**config.mk**
```make
export PLATFORM = sky130hd
export DESIGN_NAME = itch_msg_arbiter
export DESIGN_NICKNAME = d
export VERILOG_FILES = /design/src/rtl/itch_msg_arbiter.sv
export SDC_FILE = /design/constraint.sdc
export NUM_CORES = 1
export LEC_CHECK = 0
export CAP_MARGIN = 20
export CORE_AREA = 2 2 356 358
export CTS_BUF_LIST = sky130_fd_sc_hd__clkbuf_8
export CTS_CLUSTER_SIZE = 8
export DETAILED_ROUTE_END_ITERATION = 10
export DIE_AREA = 0 0 358 360
export DONT_BUFFER_PORTS = 1
export SETUP_SLACK_MARGIN = 0.2
export SLEW_MARGIN = 20
export SYNTH_ARGS = -nofsm -noshare
export SYNTH_HDL_FRONTEND = slang
export SYNTH_SLANG_ARGS = --single-unit
```
**constraint.sdc**
```tcl
create_clock -name clk -period 13.95 [get_ports clk]
set_input_delay 2.79 -clock clk [delete_from_list [all_inputs] [get_ports clk]]
set_output_delay 2.79 -clock clk [all_outputs]
set_load 0.005 [all_outputs]
```
**src/rtl/itch_msg_arbiter.sv**
```systemverilog
// itch_msg_arbiter
// Collects parsed ITCH messages from NUM_CH decoder channels into one
// holding register per channel, then forwards them one at a time onto a
// single valid/ready output using round-robin arbitration. A channel that
// receives a new message while its holding register is still occupied
// (and not being drained that cycle) loses the new message; such losses
// are flagged per channel and totalled in a saturating counter.
module itch_msg_arbiter #(
  parameter int NUM_CH = 4,
  parameter int DATA_W = 128
) (
  input  logic                     clk,
  input  logic                     rst,
  input  logic [NUM_CH-1:0]        in_valid,
  input  logic [NUM_CH*DATA_W-1:0] in_data,
  output logic                     out_valid,
  input  logic                     out_ready,
  output logic [1:0]               out_ch,
  output logic [DATA_W-1:0]        out_data,
  output logic [NUM_CH-1:0]        drop_pulse,
  output logic [15:0]              drop_count
);

  localparam int CH_W = 2;

  logic [NUM_CH-1:0] hold_valid;
  logic [DATA_W-1:0] hold_data [NUM_CH];
  logic [CH_W-1:0]   last_grant;

  logic              out_free;
  logic              grant_any;
  logic [CH_W-1:0]   grant_idx;
  logic [CH_W-1:0]   cand;
  logic [NUM_CH-1:0] grant_vec;
  logic [NUM_CH-1:0] capture_vec;
  logic [NUM_CH-1:0] drop_vec;
  logic [2:0]        drop_num;
  logic [16:0]       drop_sum;

  // Round-robin search starting just after the last granted channel, plus
  // the per-channel capture/drop decisions that depend on this cycle's grant.
  always_comb begin
    out_free  = !out_valid || out_ready;
    grant_any = 1'b0;
    grant_idx = last_grant;
    cand      = last_grant;
    for (int k = 1; k <= NUM_CH; k++) begin
      cand = CH_W'((int'(last_grant) + k) % NUM_CH);
      if (!grant_any && hold_valid[cand]) begin
        grant_any = 1'b1;
        grant_idx = cand;
      end
    end
    grant_vec   = (out_free && grant_any) ? (NUM_CH'(1) << grant_idx) : '0;
    // A channel being drained this cycle can take a new message at once.
    capture_vec = in_valid & (~hold_valid | grant_vec);
    drop_vec    = in_valid & hold_valid & ~grant_vec;
    drop_num    = '0;
    for (int i = 0; i < NUM_CH; i++) begin
      drop_num = drop_num + 3'(drop_vec[i]);
    end
    drop_sum = {1'b0, drop_count} + 17'(drop_num);
  end

  // Per-channel holding registers: fill on capture, empty on grant.
  always_ff @(posedge clk) begin
    if (rst) begin
      hold_valid <= '0;
      for (int i = 0; i < NUM_CH; i++) begin
        hold_data[i] <= '0;
      end
    end else begin
      for (int i = 0; i < NUM_CH; i++) begin
        if (capture_vec[i]) begin
          hold_valid[i] <= 1'b1;
          hold_data[i]  <= in_data[i*DATA_W +: DATA_W];
        end else if (grant_vec[i]) begin
          hold_valid[i] <= 1'b0;
        end
      end
    end
  end

  // Output register stage, arbitration pointer and drop bookkeeping.
  always_ff @(posedge clk) begin
    if (rst) begin
      out_valid  <= 1'b0;
      out_ch     <= '0;
      out_data   <= '0;
      last_grant <= CH_W'(NUM_CH - 1);
      drop_pulse <= '0;
      drop_count <= '0;
    end else begin
      if (out_free) begin
        if (grant_any) begin
          out_valid  <= 1'b1;
          out_ch     <= grant_idx;
          out_data   <= hold_data[grant_idx];
          last_grant <= grant_idx;
        end else begin
          out_valid <= 1'b0;
        end
      end
      drop_pulse <= drop_vec;
      drop_count <= drop_sum[16] ? 16'hFFFF : drop_sum[15:0];
    end
  end

endmodule

```
==> flow_metrics.tcl <==
set metrics [dict create \
    peakVddDrop_mv 0.0809 \
    first_pass_iters 5 \
    worstPathRequired_ps 14700 \
    track_usage 0.166 \
    maxCapViolations 0 \
    cts_tree "done" \
    htreeDepth 3 \
    ys_seq_area_frac 0.596 \
    hold_violations 0 \
    final_common_cell "edfxtp_1" \
    area_growth_pct 12.8 \
    die_h_um 360 \
    min_period_ps 6590 \
    ioPinCount 670 \
    fp.dieW_um 358 \
    timing.fmax_ghz 0.152 \
    setup_viol_count_final 0 \
    final_cell_mix "512 x edfxtp_1, 340 x nor3b_2, 261 x and3_1, 257 x a211oi_1, 172 x nor3b_1" \
    period_share 0.472 \
    grt_busiest_layer "met2" \
    die_area_um2 129000 \
    wl_per_cell_um 27.2 \
    vias 20300 \
    worst_pin_slew_ps 1180 \
    place_area_um2 32300 \
    power_density_nw_per_um2 151 \
    overflow 0 \
    hp-class "reg2reg" \
    drcViolationCount 0 \
    cts_hold_buffers 0 \
    yosys_warnings 0 \
    fin_skew_ps 53.0 \
    finalWeightedCongestion 0.816 \
    cts_buffers 119 \
    vias_per_cell 4.97 \
    cp_max_fo 12 \
    grtUsageMet2 0.276 \
    synth_cell_types 38 \
    ys_ff_latch 669 \
    syn_inst 2342 \
    grt_pass1_wl_mm 154 \
    root_buffer "clkbuf_8" \
    path_class "in2reg" \
    clkLatencyLatePin_ps 810 \
    portBuffers 0 \
    clock_path_buffers 3 \
    wirelength_mm 111 \
    core_um2 125000 \
    cts.sinks 669 \
    dpl.hpwl_mm 70.9 \
    syn_area_per_cell_um2 13.3 \
    drt_iter0_markers 1426 \
    initial_utilization 0.249 \
    gr-usage-met3 0.0739 \
    leakagePower_nw 12.2 \
    syn-num-nets 2865 \
    finalSetupTns_ps 0 \
    grt_pass1_vias 20500 \
    cts_resized 0 \
    status "finished clean" \
    final_max_slew_viol_count 0 \
    syn-cell-area_um2 31100 \
    critPathCaptureType "flop" \
    ant_nets 0 \
    fin_hold_ws_ps 472 \
    max_slew_margin 0.212 \
    stdcell_area_um2 35100 \
    grt_setup_unrepaired "no" \
    num_rows 130 \
    startpoint_type "input port" \
    grt_max_degree 181 \
    worst-endpoint-arrival_ps 7340 \
    cts_setup_buffers 0 \
    grt_antenna_before_repair 101 \
    nFillCells 12800 \
    fin_nets 2767 \
    clkTransAtPathRegs_ps 60 \
    grt_use_met1 0.187 \
    drive_above_1_share 0.243 \
]
worst max-delay path, stage by stage:
cell     delay [ps]
inv_1            50
a21oi_1         550
nand3_1         290
o21ai_0         530
nor2_1          130
fa_1            520
inv_1            50
fa_1            390
inv_1            90
fa_1            250
nand2_1          70
nor4_1          690
nand2_1         480
and3_1          340
nor3_1          110
path summary, 6_finish.rpt:
path	cells after the start	slack, ps	from	to
max	15	7360	out_ready	drop_count[13]$_SDFF_PP0_
min	2	470	out_data[103]$_SDFFE_PP0P_	out_data[103]$_SDFFE_PP0P_
max reg2reg	16	7600	last_grant[0]$_SDFFE_PP1P_	drop_count[13]$_SDFF_PP0_
min reg2reg	2	470	out_data[103]$_SDFFE_PP0P_	out_data[103]$_SDFFE_PP0P_
area by class of cell:
cell class	count	area (µm²)	share of cell area
sequential	669	18500	0.528
antenna	80	200	0.00571
multi-input combinational	1403	11400	0.325
inverter	12	45.0	0.00128
clock inverter	83	547	0.0156
timing repair buffer	39	305	0.00871
clock buffer	143	1970	0.0561
tap	1650	2060	0.0589
per-layer routing:
layer	vias up	wire (µm)
met3	216	11400
met5	-	350
met4	56	2670
met2	799	54500
li1	8926	-
met1	10300	42100
synthesized netlist by cell type:
cell type,count,share of area
a221o_1,1,0.00032
xnor2_1,4,0.0011
o21a_1,4,0.00097
a31oi_1,2,0.00040
xor2_1,5,0.0014
nor3_1,4,0.00064
o211a_1,1,0.00032
nor2_1,19,0.0023
o21ai_1,1,0.00016
nand4_1,1,0.00020
nand2b_1,9,0.0018
o211ai_1,2,0.00048
nand3_1,8,0.0013
o31ai_1,128,0.031
or2_1,1,0.00020
nor2b_1,1,0.00020
a21o_1,7,0.0017
a211oi_1,257,0.062
mux2i_1,1,0.00032
clkbuf_1,175,0.021
nor3b_2,340,0.14
a221oi_2,1,0.00048
ha_1,1,0.00040
o21bai_1,2,0.00048
nor4_1,3,0.00060
buf_2,36,0.0058
dfxtp_1,157,0.10
a21oi_1,20,0.0032
and3_1,261,0.053
nor3b_1,172,0.042
o21ai_0,6,0.00097
fa_1,3,0.0019
inv_1,12,0.0014
edfxtp_1,512,0.49
nand2_1,138,0.017
buf_4,10,0.0024
buf_1,9,0.0011
buf_6,28,0.010
flip-flops by register name, indices dropped and copies added (netlist names):
register and cells:
hold_data 512, hold_valid 4, out_valid 1, drop_pulse 4, out_ch 2, drop_count 16, out_data 128, last_grant 2
cell families after synthesis:
logic type,Yosys count,synth area share
AND/OR/NAND/NOR,957,0.255
flip-flops,669,0.596
AO/OA/AOI/OAI,432,0.102
buffers and inverters,270,0.0420
XOR/XNOR,9,0.00254
adder cells (fa/ha/maj),4,0.00233
multiplexers,1,0.000322
stage by stage:
step | setup slack [ps] | util | instances | power, mW
final | 7360 | 0.281 | 4079 | 5.28
after global routing | 6940 | 0.280 | 4054 | 5.52
after CTS | 7460 | 0.279 | 3999 | 5.37
after detailed placement | 6570 | 0.259 | 3773 | 3.43
after global placement | 6670 | 0.259 | 3773 | 3.41
after floorplan | 7190 | - | 2342 | 3.09
where the power goes:
| part | total (mW) | internal (mW) | switching (mW) |
|---|---|---|---|
| sequential | 2.50 | 2.38 | 0.120 |
| combinational | 0.852 | 0.237 | 0.616 |
| clock | 1.93 | 1.04 | 0.881 |
| total | 5.28 | 3.66 | 1.62 |
No activity file was read; power rests on OpenSTA's default activity.
